[config.mk]
export PLATFORM = sky130hd
export DESIGN_NAME = regfile_scan_display
export DESIGN_NICKNAME = d
export VERILOG_FILES = /design/src/rtl/regfile_scan_display.sv
export SDC_FILE = /design/constraint.sdc
export NUM_CORES = 1
export LEC_CHECK = 0
export CAP_MARGIN = 40
export CELL_PAD_IN_SITES_DETAIL_PLACEMENT = 0
export CELL_PAD_IN_SITES_GLOBAL_PLACEMENT = 1
export CORE_UTILIZATION = 30
export CTS_BUF_LIST = sky130_fd_sc_hd__clkbuf_8 sky130_fd_sc_hd__clkbuf_16
export CTS_CLUSTER_SIZE = 8
export DETAILED_ROUTE_END_ITERATION = 16
export PLACE_DENSITY = 0.66
export SYNTH_ARGS = -nofsm -noshare
export SYNTH_HDL_FRONTEND = slang
export SYNTH_SLANG_ARGS = --single-unit
export TNS_END_PERCENT = 30
[constraint.sdc]
create_clock -name clk -period 4.7 [get_ports clk]
set_clock_uncertainty 0.15 [all_clocks]
set_input_delay 0.705 -clock clk [delete_from_list [all_inputs] [get_ports clk]]
set_output_delay 0.705 -clock clk [all_outputs]
set_load 0.02 [all_outputs]
[src/rtl/regfile_scan_display.sv]
// regfile_scan_display
// Register file with one write port and one registered read port. A built-in
// multiplexed 7-segment scanner drives a common-anode style display. Mode 0
// shows reg[re_addr] as hex nibbles, one per digit. Mode 1 shows the low
// nibble of every register, one register per digit.
// sel and digit are registered from the same next-index value, so a digit's
// segments are never driven together with another digit's select.

module regfile_scan_display #(
  parameter int DATA_W   = 16,
  parameter int DEPTH    = 4,
  parameter int ADDR_W   = 2,
  parameter int NUM_DIG  = 4,
  parameter int SCAN_DIV = 50000
) (
  input  logic              clk,
  input  logic              rst_n,
  input  logic              en,
  input  logic [ADDR_W-1:0] in_addr,
  input  logic [DATA_W-1:0] in_data,
  input  logic [ADDR_W-1:0] re_addr,
  input  logic              mode,
  output logic [DATA_W-1:0] rd_data,
  output logic [7:0]        digit,
  output logic [NUM_DIG-1:0] sel
);

  // Counter widths never drop below one bit, so a divider or digit count of 1
  // still gets a legal (constant) register.
  localparam int PRE_W = (SCAN_DIV > 1) ? $clog2(SCAN_DIV) : 1;
  localparam int IDX_W = (NUM_DIG > 1) ? $clog2(NUM_DIG) : 1;

  localparam logic [PRE_W-1:0] PRE_LAST = PRE_W'(SCAN_DIV - 1);
  localparam logic [IDX_W-1:0] IDX_LAST = IDX_W'(NUM_DIG - 1);

  localparam logic [7:0] SEG_BLANK = 8'hFF;
  localparam logic [7:0] SEG_ZERO  = 8'hC0;

  // Register array and its next-state image
  logic [DATA_W-1:0] regs_q [DEPTH];
  logic [DATA_W-1:0] regs_d [DEPTH];

  // Scan prescaler and digit index
  logic [PRE_W-1:0] pre_q;
  logic [PRE_W-1:0] pre_d;
  logic [IDX_W-1:0] idx_q;
  logic [IDX_W-1:0] idx_d;
  logic             tick;

  // Registered outputs
  logic [DATA_W-1:0]  rd_data_q;
  logic [DATA_W-1:0]  rd_data_d;
  logic [NUM_DIG-1:0] sel_q;
  logic [NUM_DIG-1:0] sel_d;
  logic [7:0]         digit_q;
  logic [7:0]         digit_d;

  // Read-side helpers
  logic [DATA_W-1:0] rd_word;
  logic [3:0]        nib;
  logic              blank;

  // Hex digit to active-low segments {dp,g,f,e,d,c,b,a}, decimal point off
  function automatic logic [7:0] seg7(input logic [3:0] v);
    logic [7:0] s;
    case (v)
      4'h0:    s = 8'hC0;
      4'h1:    s = 8'hF9;
      4'h2:    s = 8'hA4;
      4'h3:    s = 8'hB0;
      4'h4:    s = 8'h99;
      4'h5:    s = 8'h92;
      4'h6:    s = 8'h82;
      4'h7:    s = 8'hF8;
      4'h8:    s = 8'h80;
      4'h9:    s = 8'h90;
      4'hA:    s = 8'h88;
      4'hB:    s = 8'h83;
      4'hC:    s = 8'hC6;
      4'hD:    s = 8'hA1;
      4'hE:    s = 8'h86;
      default: s = 8'h8E;
    endcase
    return s;
  endfunction

  // Write port: addresses at or beyond DEPTH match no register and are dropped
  always_comb begin
    regs_d = regs_q;
    for (int k = 0; k < DEPTH; k++) begin
      if (en && (int'(in_addr) == k)) begin
        regs_d[k] = in_data;
      end
    end
  end

  // Read mux on pre-edge contents; an unmapped address reads as zero
  always_comb begin
    rd_word = '0;
    for (int k = 0; k < DEPTH; k++) begin
      if (int'(re_addr) == k) begin
        rd_word = regs_q[k];
      end
    end
    rd_data_d = rd_word;
  end

  // Prescaler wraps at SCAN_DIV-1; the wrap cycle advances the digit index
  always_comb begin
    tick  = (pre_q == PRE_LAST);
    pre_d = tick ? '0 : pre_q + PRE_W'(1);
    idx_d = idx_q;
    if (tick) begin
      idx_d = (idx_q == IDX_LAST) ? '0 : idx_q + IDX_W'(1);
    end
  end

  // Nibble for the digit about to be selected; mode 1 blanks missing registers
  always_comb begin
    nib   = 4'h0;
    blank = 1'b0;
    if (!mode) begin
      for (int k = 0; k < NUM_DIG; k++) begin
        if (int'(idx_d) == k) begin
          nib = 4'(rd_word >> (4 * k));
        end
      end
    end else begin
      blank = 1'b1;
      for (int k = 0; k < DEPTH; k++) begin
        if (int'(idx_d) == k) begin
          blank = 1'b0;
          nib   = 4'(regs_q[k]);
        end
      end
    end
  end

  // Select and segments are derived from the same next index
  always_comb begin
    sel_d   = ~(NUM_DIG'(1) << idx_d);
    digit_d = blank ? SEG_BLANK : seg7(nib);
  end

  // Register file storage, cleared by reset
  always_ff @(posedge clk or negedge rst_n) begin
    if (!rst_n) begin
      for (int k = 0; k < DEPTH; k++) begin
        regs_q[k] <= '0;
      end
    end else begin
      regs_q <= regs_d;
    end
  end

  // Scan timing state
  always_ff @(posedge clk or negedge rst_n) begin
    if (!rst_n) begin
      pre_q <= '0;
      idx_q <= '0;
    end else begin
      pre_q <= pre_d;
      idx_q <= idx_d;
    end
  end

  // Output registers; reset shows "0" on digit 0
  always_ff @(posedge clk or negedge rst_n) begin
    if (!rst_n) begin
      rd_data_q <= '0;
      sel_q     <= ~NUM_DIG'(1);
      digit_q   <= SEG_ZERO;
    end else begin
      rd_data_q <= rd_data_d;
      sel_q     <= sel_d;
      digit_q   <= digit_d;
    end
  end

  assign rd_data = rd_data_q;
  assign sel     = sel_q;
  assign digit   = digit_q;

endmodule

Yosys cells after proc, flatten, opt, wreduce, memory -nomap -nowiden
Memories as Yosys holds them, arrays and structs flattened. A register that Yosys moved wholly into a read port is not among the register bits.
Cells that the tools add are included.
{"block": "classes", "n_addsub": 2, "n_eq_ne": 11, "n_shift": 1, "n_mux": 22, "bitwise": 1, "reduce_logical": 8}
{"op": "two-way mux 16 bit", "count": 5}
{"op": "two-way mux 4 bit", "count": 9}
{"op": "adder 16 x 1 -> 16 bit (second input constant)", "count": 1}
{"op": "== test 16 bit (second input constant)", "count": 1}
{"op": "== test 2 bit (second input constant)", "count": 7}
{"op": "two-way mux 8 bit", "count": 1}
{"op": "== test 2 x 1 -> 1 bit (second input constant)", "count": 3}
{"op": "logical NOT 2 bit", "count": 3}
{"op": "two-way mux 1 bit", "count": 5}
{"op": "logical AND 1 bit", "count": 4}
{"op": "two-way mux 2 bit", "count": 2}
{"op": "NOT 4 bit", "count": 1}
{"op": "<< shifter 1 x 2 -> 4 bit (first input constant)", "count": 1}
{"op": "adder 2 x 1 -> 2 bit (second input constant)", "count": 1}
{"op": "logical NOT 1 bit", "count": 1}
{"block": "word_totals", "regBits": 110, "rom_bits": 112, "in_bits": 24, "output_inout_bits": 28, "wordCells": 55, "n_memories": 1}
{"name": "(name not given)", "words": 16, "width": 7, "rd": 1, "rd_clocked_by_memory_dff": 1, "write_ports": 0, "line": "66", "text": "case (v)"}

Logic depth before layout (Yosys ltp)
Gate-level depths: netlist (run 1).
{"block": "depth", "word_depth": 10, "mapped_depth": 14, "ltp_nobuf": 13}

Worst setup path after synthesis (run 1)
OpenSTA, ideal clock, no wires.
{"block": "synth_timing", "path_type": "input port to flip-flop", "start": "input port re_addr[0]", "end": "register digit_q[0], in the netlist digit[0]", "setup_time_ns": 0.123, "t_arrival_ns": 3.187, "required_ns": 4.427, "slack_ns": 1.240, "stages": 10, "path_buffers": 2, "path_cell_list": "buf_2 buf_2 mux4_2 o221ai_1 o22ai_1 nor2_1 inv_1 ha_1 or3b_1 o221a_2"}
{"block": "synth_via", "word_cells_on_any_way": 13, "classes_between": "eq/ne: 3; mux: 9; reduce/logical: 1"}
{"item": "from (decl)", "line": "21", "text": "input logic [ADDR_W-1:0] re_addr,"}
{"item": "logical NOT 2 bit", "line": "101", "text": "if (int'(re_addr) == k) begin"}
{"item": "two-way mux 16 bit (3 in series)", "line": "101"}
{"item": "two-way mux 16 bit (*)", "line": "101"}
{"item": "net rd_data_d[9]", "line": "52", "text": "logic [DATA_W-1:0] rd_data_d;"}
{"item": "two-way mux 4 bit (*) (2 in series)", "line": "124", "text": "if (int'(idx_d) == k) begin"}
{"item": "two-way mux 4 bit (*)", "line": "122", "text": "if (!mode) begin"}
{"item": "to (decl)", "line": "55", "text": "logic [7:0] digit_q;"}
The timed path passes the listed nets; every way through them passes the cells marked *.
A chain may end at the register's enable or synchronous reset.

Worst setup path after layout (run 1)
Same ends and word-level chain as after synthesis.

==> impl_metrics.env, run 1 <==
export IMPL_wl_per_cell_um=16.57
export IMPL_period_needed_ns=3.656
export IMPL_cp_top_family="buffers and inverters"
export IMPL_hpwl_mm=7.143
export IMPL_setup_tns_ns=0
export IMPL_hold_buffers=0
export IMPL_maxCapViolCount=0
export IMPL_fp_dieH_um=129.2
export IMPL_cts_tree="built"
export IMPL_dp_cells=592
export IMPL_cp_start_kind="input port"
export IMPL_endpoint_kind="flip-flop"
export IMPL_seq_area_frac_synth=0.5633
export IMPL_cts_sinks=109
export IMPL_avgSynthCellArea_um2=14.83
export IMPL_cp_buffers_inverters=3
export IMPL_clkTransAtPathRegs_ns=0.07
export IMPL_pin_count=52
export IMPL_finalHoldViolations=0
export IMPL_core_um2=15830
export IMPL_vias=2852
export IMPL_die_w_um=129.2
export IMPL_wl_mm=10.06
export IMPL_antenna_found_initial=0
export IMPL_die_area_um2=16680
export IMPL_critPathKind="input port to flip-flop"
export IMPL_drt_initial_drc_count=106
export IMPL_numPortBuffers=50
export IMPL_synth_cells=327
export IMPL_outcome="complete, no violations"
export IMPL_fin_cells=607
export IMPL_worst_pin_slew_ns=0.5916
export IMPL_cts_buffers=9
export IMPL_ant_nets=0
export IMPL_cp_startpoint="re_addr[0]"
export IMPL_clock_latency_ns=0.35
export IMPL_clockBufferDepth=2
export IMPL_netlist_area_um2=4851
export IMPL_path_max_fanout=16
export IMPL_r2r_start="pre_q[0]$_DFF_PN0_"
export IMPL_vdd_ir_drop_max_uv=182.2
export IMPL_timing_hold_ws_ns=0.09772
export IMPL_critPathRequiredTime_ns=4.79
export IMPL_grt_usage=0.1349
export IMPL_p_leak_nw=2.528
export IMPL_drive_gt1_frac=0.3325
export IMPL_nNetsFinal=419
export IMPL_ctsResizeCount=0
export IMPL_num_rows=46
export IMPL_grt_start_max_net_pins=59
export IMPL_viasPerCell=4.699
export IMPL_cp_cell_sequence="clkdlybuf4s50_1 -> buf_4 -> mux4_2 -> o221ai_1 -> o22ai_1 -> nor2_1 -> inv_1 -> ha_1 -> or3b_1 -> o221a_2"
export IMPL_cp_slowest_cell="mux4_2"
export IMPL_first_pass_iters=4
export IMPL_grt_pass1_wl_mm=16.68
export IMPL_cts_root_buf="clkbuf_16"
export IMPL_slew_limit_headroom=0.6052
export IMPL_grt_overflow=0
export IMPL_crit_arrival_ns=3.74
export IMPL_mostFrequentLayoutCell="dfrtp_1"
export IMPL_slew_viol_final=0
export IMPL_slowest_delay_ns=0.58
export IMPL_finalSetupViolCount=0
export IMPL_ys_seq_elements=109
export IMPL_synth_nets=359
export IMPL_rsz0062_at_grt="no"
export IMPL_ys_types=51
export IMPL_layout_common_cells="dfrtp_1, mux2_2, clkdlybuf4s50_1"
export IMPL_powerDensity_nw_per_um2=417.1
export IMPL_finalCritPeriodShare=0.7778
export IMPL_hp_class="input port to asynchronous set/reset pin"
export IMPL_route_detailed_drc=0
export IMPL_gp_congestion=0.7658
export IMPL_diodes=0
export IMPL_grt_pass1_vias=3114
export IMPL_yosys_warnings=0
export IMPL_syn_to_final_growth_pct=23.45
export IMPL_cts_htree_levels=3
export IMPL_initial_core_util=0.3065
export IMPL_post_cts_buffers=0
export IMPL_clock_fmax_ghz=0.2735
==> flip-flops by register name (all words and copies together), names as in the netlist <==
signal	count
sel	4
pre_q	16
idx_q	2
digit	7
regs_q	64
rd_data	16
==> path summary, 6_finish.rpt <==
path,to,slack [ns],cells past startpoint
hold reg to reg,pre_q[0]$_DFF_PN0_,0.31,1
hold / removal,pre_q[11]$_DFF_PN0_,0.1,1
min in group clk,pre_q[0]$_DFF_PN0_,0.31,1
setup / recovery,digit[0]$_DFF_PN0_,1.04,10
max in group asynchronous,regs_q[9]$_DFFE_PN0P_,3.28,3
setup reg to reg,digit[0]$_DFF_PN0_,1.05,11
==> cells by family (layout without fill, tap and decap cells) <==
kind of cell	Yosys count	count (layout)	synth area share
AO/OA/AOI/OAI	27	27	0.04411
XOR/XNOR	14	14	0.02683
adder cells (fa/ha/maj)	8	8	0.02064
buffers and inverters	19	83	0.02295
flip-flops	109	109	0.5633
multiplexers	94	94	0.2590
other	1	1	0.0007731
AND/OR/NAND/NOR	55	55	0.06242
==> cells in the mapped netlist (all sizes together) <==
cell | number | area share
ha | 8 | 0.021
mux2 | 66 | 0.15
and4 | 1 | 0.0018
conb | 1 | 0.00077
and2b | 1 | 0.0018
buf | 8 | 0.014
mux4 | 17 | 0.079
dfstp | 4 | 0.022
a21oi | 3 | 0.0039
dfrtp | 105 | 0.54
mux2i | 11 | 0.026
a21boi | 1 | 0.0015
xor2 | 9 | 0.018
nor3b | 1 | 0.0015
o22ai | 4 | 0.0064
nand3 | 8 | 0.0083
o221ai | 7 | 0.015
nand2 | 16 | 0.012
nor2b | 1 | 0.0013
nand3b | 2 | 0.0031
o31ai | 2 | 0.0031
o21ai | 4 | 0.0041
a31oi | 3 | 0.0039
and2 | 1 | 0.0013
or3b | 1 | 0.0018
o2bb2ai | 1 | 0.0018
xnor2 | 5 | 0.0090
o221a | 1 | 0.0023
nand2b | 2 | 0.0026
nor4b | 1 | 0.0031
o32ai | 1 | 0.0018
and4bb | 2 | 0.0052
inv | 6 | 0.0046
and3 | 5 | 0.0067
clkbuf | 5 | 0.0039
nor2 | 13 | 0.012
==> worst reg2reg max path, delay by kind of cell (launching register included) <==
kind                       cells  cell delay [ns]
AOI/OAI and AO/OA              3             0.50
buffers and inverters          1             0.17
muxes                          1             0.49
DFF                            1             0.37
and+or+nand+nor                4             1.39
adders and majority gates      2             0.46
==> final cells by class <==
cell class | instances | area (um2)
tap | 216 | 270.3
multi-input combinational | 199 | 2018
timing repair buffer | 62 | 638.1
sequential | 109 | 2733
clock inverter | 5 | 67.56
inverter | 6 | 22.52
fill | 1512 | 9839
clock buffer | 10 | 239.0
==> per-stage QoR <==
stage	worst slack [ns]	utilization	total power, mW	cell area, um2
floorplan	1.240	-	1.504	4851
global placement	0.7276	0.3534	1.724	5594
detailed placement	0.6492	0.3590	1.743	5682
CTS	1.023	0.3783	2.541	5988
global route	0.7618	0.3783	2.631	5988
finish	1.044	0.3783	2.498	5988
==> routing by layer <==
layer / vias up / routed length (um) / GRT usage
li1: 1314 / - / -
met2: 56 / 4776 / 0.2135
met4: 0 / 132 / 0.04360
met1: 1470 / 4809 / 0.1777
met3: 12 / 340 / 0.03964
met5: - / 0 / 0
==> power breakdown <==
part	leakage [nW]	switching, mW	internal, mW
Sequential	1.32	0.0763	1.10
Combinational	1.06	0.247	0.297
Clock	0.151	0.349	0.433
No activity file was read; power rests on OpenSTA's default activity.
==> run 2, diff against run 1 <==
Settings changed: PLACE_DENSITY 0.66 to 0.68.
Clock period 4.7 ns to 3.3 ns, I/O delays scaled along.
==> impl_metrics.env, run 2 (synthesis gave the netlist of run 1 again) <==
export IMPL_outcome="complete, no violations"
export IMPL_critPathRequiredTime_ns=3.38
export IMPL_crit_arrival_ns=3.17
export IMPL_rrSetupSlack_ns=0.22
export IMPL_grt_pass1_wl_mm=17.03
export IMPL_antenna_found_initial=0
export IMPL_p_total_mw=3.697
export IMPL_initial_core_util=0.3065
export IMPL_cp_slowest_cell="mux2_2"
export IMPL_hpwl_mm=7.046
export IMPL_post_cts_buffers=0
export IMPL_r2r_start="pre_q[0]$_DFF_PN0_"
export IMPL_cts_htree_levels=3
export IMPL_wl_per_cell_um=15.88
export IMPL_period_needed_ns=3.083
export IMPL_cts_sinks=109
export IMPL_cp_top_family="simple AND/OR/NAND/NOR gates"
export IMPL_crit_top_cell="ha_1"
export IMPL_rr_worst_depth=12
export IMPL_r2r_end="digit[0]$_DFF_PN0_"
export IMPL_finalSetupViolCount=0
export IMPL_clkTransAtPathRegs_ns=0.07
export IMPL_syn_to_final_growth_pct=27.42
export IMPL_clock_fmax_ghz=0.3244
export IMPL_die_w_um=129.2
export IMPL_numPortBuffers=50
export IMPL_drt_initial_drc_count=159
export IMPL_p_leak_nw=2.638
export IMPL_wl_mm=9.958
export IMPL_cts_buffers=9
export IMPL_powerDensity_nw_per_um2=598.1
export IMPL_fin_cells=627
export IMPL_hold_buffers=0
export IMPL_vdd_ir_drop_max_uv=301.2
export IMPL_viasPerCell=4.687
export IMPL_cp_cell_sequence="ha_1 -> and3_1 -> and4_2 -> mux2_2 -> buf_4 -> o221ai_1 -> a31oi_1 -> nor2_1 -> inv_1 -> ha_1 -> or3b_1 -> o221a_2"
export IMPL_diodes=0
export IMPL_nNetsFinal=438
export IMPL_cts_tree="built"
export IMPL_rsz0062_at_grt="no"
export IMPL_hp_class="input port to asynchronous set/reset pin"
export IMPL_endpoint_kind="flip-flop"
export IMPL_worst_pin_slew_ns=0.5899
export IMPL_grt_pass1_vias=3182
export IMPL_layout_common_cells="dfrtp_1, mux2_2, clkdlybuf4s50_1"
export IMPL_placed_area_um2=5843
export IMPL_ctsResizeCount=0
export IMPL_slew_limit_headroom=0.6067
export IMPL_grt_overflow=0
export IMPL_largest_reg_flops=64
export IMPL_vias=2939
export IMPL_first_pass_iters=4
export IMPL_pin_count=52
export IMPL_drive_gt1_frac=0.3698
export IMPL_path_max_fanout=5
export IMPL_grt_usage=0.1356
export IMPL_mostFrequentLayoutCell="dfrtp_1"
export IMPL_clockBufferDepth=2
export IMPL_die_area_um2=16680
export IMPL_cts_root_buf="clkbuf_16"
export IMPL_ant_nets=0
export IMPL_finalInstanceArea_um2=6181
export IMPL_maxCapViolCount=0
export IMPL_finalHoldViolations=0
export IMPL_slowest_delay_ns=0.43
export IMPL_finalCritPeriodShare=0.9341
export IMPL_largest_register="regs_q"
export IMPL_slew_viol_final=0
export IMPL_gp_congestion=0.7591
export IMPL_critPathKind="flip-flop to flip-flop"
export IMPL_cp_buffers_inverters=2
export IMPL_core_um2=15830
export IMPL_dp_cells=611
export IMPL_route_detailed_drc=0
export IMPL_clock_latency_ns=0.35
export IMPL_fp_dieH_um=129.2
export IMPL_num_rows=46
export IMPL_grt_start_max_net_pins=110
export IMPL_filler_cell_count=1482
export IMPL_cp_start_kind="flip-flop"
-- run 2: cell types whose count changed in the layout (fill, tap and decap cells not counted), moves of 2 or more --
cell	change
inv_6	+2
buf_8	-4
clkinv_4	-2
buf_4	+18
buf_12	+6
-- run 2: per-stage QoR --
stage | utilization | hold slack [ns] | setup TNS [ns] | worst slack, ns
after floorplan | - | 0.04941 | 0 | 0.05019
after global placement | 0.3692 | 0.2946 | 0 | 0.006452
after detailed placement | 0.3692 | 0.3026 | -0.01054 | -0.01054
after CTS | 0.3900 | 0.08213 | 0 | 0.1705
after global routing | 0.3905 | 0.06717 | 0 | 0.008920
final | 0.3905 | 0.02894 | 0 | 0.2174
-- run 2: worst max-delay path by stage --
stage	slack (ns)	start	depth (start not counted)	end
floorplan	0.05	re_addr[0]	10	digit[0]$_DFF_PN0_
global placement	0.006	re_addr[0]	10	digit[0]$_DFF_PN0_
detailed placement	-0.01	re_addr[0]	10	digit[0]$_DFF_PN0_
CTS	0.17	pre_q[0]$_DFF_PN0_	11	digit[0]$_DFF_PN0_
global route	0.009	pre_q[0]$_DFF_PN0_	11	digit[0]$_DFF_PN0_
finish	0.22	pre_q[0]$_DFF_PN0_	12	digit[0]$_DFF_PN0_
-- run 2: cell type report --
| class | count | area, um2 | share of cell area |
|---|---|---|---|
| Inverter | 6 | 22.52 | 0.003644 |
| Clock inverter | 6 | 91.34 | 0.01478 |
| Tap cell | 216 | 270.3 | 0.04372 |
| Multi-Input combinational cell | 199 | 2019 | 0.3267 |
| Clock buffer | 10 | 239.0 | 0.03866 |
| Timing Repair Buffer | 81 | 805.8 | 0.1304 |
| Sequential cell | 109 | 2733 | 0.4421 |
-- run 2: per-layer routing --
| metal | global-route usage | wire [um] | vias to the layer above |
|---|---|---|---|
| li1 | - | - | 1360 |
| met4 | 0.05606 | 199 | 0 |
| met1 | 0.1855 | 4893 | 1522 |
| met5 | 0 | 0 | - |
| met2 | 0.2052 | 4522 | 45 |
| met3 | 0.03386 | 342 | 12 |
-- run 2: where the power goes --
| group | internal (mW) | switching (mW) |
|---|---|---|
| clock network | 0.693 | 0.494 |
| logic | 0.469 | 0.368 |
| registers | 1.56 | 0.110 |
| total | 2.72 | 0.972 |
==> run 3, diff against run 2 <==
Settings changed: CTS_BUF_LIST sky130_fd_sc_hd__clkbuf_8 sky130_fd_sc_hd__clkbuf_16 to sky130_fd_sc_hd__clkbuf_8, SKIP_LAST_GASP from default to 1.
==> impl_metrics.env, run 3 (synthesis gave the netlist of run 1 again) <==
export IMPL_drive_gt1_frac=0.3723
export IMPL_route_detailed_drc=0
export IMPL_cts_htree_levels=3
export IMPL_grt_usage=0.1347
export IMPL_endpoint_kind="flip-flop"
export IMPL_critPathKind="flip-flop to flip-flop"
export IMPL_finalHoldViolations=0
export IMPL_worst_pin_slew_ns=0.5816
export IMPL_rrSetupSlack_ns=0.22
export IMPL_ant_nets=0
export IMPL_finalInstanceArea_um2=6086
export IMPL_path_max_fanout=5
export IMPL_clkTransAtPathRegs_ns=0.10
export IMPL_initial_core_util=0.3065
export IMPL_fin_cells=627
export IMPL_nNetsFinal=438
export IMPL_die_area_um2=16680
export IMPL_numPortBuffers=50
export IMPL_grt_overflow=0
export IMPL_gp_congestion=0.7591
export IMPL_rsz0062_at_grt="no"
export IMPL_largest_register="regs_q"
export IMPL_num_rows=46
export IMPL_setup_tns_ns=0
export IMPL_r2r_start="pre_q[0]$_DFF_PN0_"
export IMPL_final_core_util=0.3845
export IMPL_grt_pass1_wl_mm=16.97
export IMPL_outcome="complete, no violations"
export IMPL_finalSetupViolCount=0
export IMPL_die_w_um=129.2
export IMPL_maxCapViolCount=0
export IMPL_finalCritPeriodShare=0.9325
export IMPL_clock_fmax_ghz=0.3250
export IMPL_mostFrequentLayoutCell="dfrtp_1"
export IMPL_wl_mm=9.965
export IMPL_cts_buffers=9
export IMPL_core_um2=15830
export IMPL_filler_cell_count=1489
export IMPL_crit_arrival_ns=3.19
export IMPL_slew_limit_headroom=0.6123
export IMPL_vias=2923
export IMPL_viasPerCell=4.662
export IMPL_diodes=0
export IMPL_first_pass_iters=6
export IMPL_cts_sinks=109
export IMPL_clock_latency_ns=0.38
export IMPL_cts_tree="built"
export IMPL_grt_pass1_vias=3178
export IMPL_wl_per_cell_um=15.89
export IMPL_vdd_ir_drop_max_uv=211.3
export IMPL_placed_area_um2=5843
export IMPL_grt_start_max_net_pins=110
export IMPL_hp_class="input port to asynchronous set/reset pin"
export IMPL_hpwl_mm=7.046
export IMPL_clockBufferDepth=2
export IMPL_fp_dieH_um=129.2
export IMPL_rr_worst_depth=12
export IMPL_period_needed_ns=3.077
export IMPL_drt_initial_drc_count=157
export IMPL_p_leak_nw=2.592
export IMPL_layout_common_cells="dfrtp_1, mux2_2, clkdlybuf4s50_1"
export IMPL_cts_root_buf="clkbuf_8"
export IMPL_pin_count=52
export IMPL_syn_to_final_growth_pct=25.46
export IMPL_cp_start_kind="flip-flop"
export IMPL_powerDensity_nw_per_um2=562.5
export IMPL_dp_cells=611
export IMPL_largest_reg_flops=64
export IMPL_r2r_end="digit[0]$_DFF_PN0_"
export IMPL_critPathRequiredTime_ns=3.42
export IMPL_slew_viol_final=0
export IMPL_antenna_found_initial=0
export IMPL_p_total_mw=3.423
[run 3: changes by cell type in the layout (fill, tap and decap cells not counted)]
cell / before / now
clkbuf_16: 9 / 0
clkbuf_8: 1 / 10
o221ai_1: 4 / 3
o221ai_2: 3 / 4
[run 3: worst max-delay path: stages, from the launching register on]
cell,delay (ns)
dfrtp_1,0.38
ha_1,0.18
and3_1,0.19
and4_2,0.31
mux2_2,0.43
buf_4,0.18
o221ai_1,0.18
a31oi_1,0.07
nor2_1,0.13
inv_1,0.08
ha_1,0.19
or3b_1,0.37
o221a_2,0.13
[run 3: metal layers]
metal | wire (um) | up-vias | GRT usage
li1 | - | 1350 | -
met1 | 4856 | 1502 | 0.1852
met2 | 4495 | 59 | 0.2043
met3 | 424 | 12 | 0.03509
met4 | 187 | 0 | 0.04983
met5 | 0 | - | 0
[run 3: area by class of cell]
class | instances | area (um2) | share of cell area
clock buffer | 10 | 137.6 | 0.02262
clock inverter | 6 | 91.34 | 0.01501
inverter | 6 | 22.52 | 0.003701
multi-input combinational | 199 | 2026 | 0.3329
sequential | 109 | 2733 | 0.4490
tap | 216 | 270.3 | 0.04441
timing repair buffer | 81 | 805.8 | 0.1324
[run 3: power by group]
group | internal, mW | switching [mW] | leakage (nW)
logic | 0.469 | 0.367 | 1.16
registers | 1.56 | 0.111 | 1.32
clock network | 0.455 | 0.460 | 0.118
[run 3: worst max path at each step]
stage / startpoint / end / depth (start not counted)
5_1_grt: pre_q[0]$_DFF_PN0_ / digit[0]$_DFF_PN0_ / 12
3_3_place_gp: re_addr[0] / digit[0]$_DFF_PN0_ / 10
6_report: pre_q[0]$_DFF_PN0_ / digit[0]$_DFF_PN0_ / 12
3_5_place_dp: re_addr[0] / digit[0]$_DFF_PN0_ / 10
4_1_cts: pre_q[0]$_DFF_PN0_ / digit[0]$_DFF_PN0_ / 11
2_1_floorplan: re_addr[0] / digit[0]$_DFF_PN0_ / 10
[run 3: metrics by stage]
step / setup slack (ns) / hold slack [ns]
after floorplan: 0.05019 / 0.04941
after global placement: 0.006452 / 0.2946
after detailed placement: -0.01054 / 0.3026
after CTS: 0.1621 / 0.04100
after global routing: 0.01355 / 0.02838
final: 0.2227 / 0.003090
[run 3: what timing repair did]
item	4_1_cts	5_1_grt
endpoints found under the setup margin	0	4
setup buffers	0	0
hold endpoints to repair	0	0
hold buffers	0	0
gates resized for setup	0	3
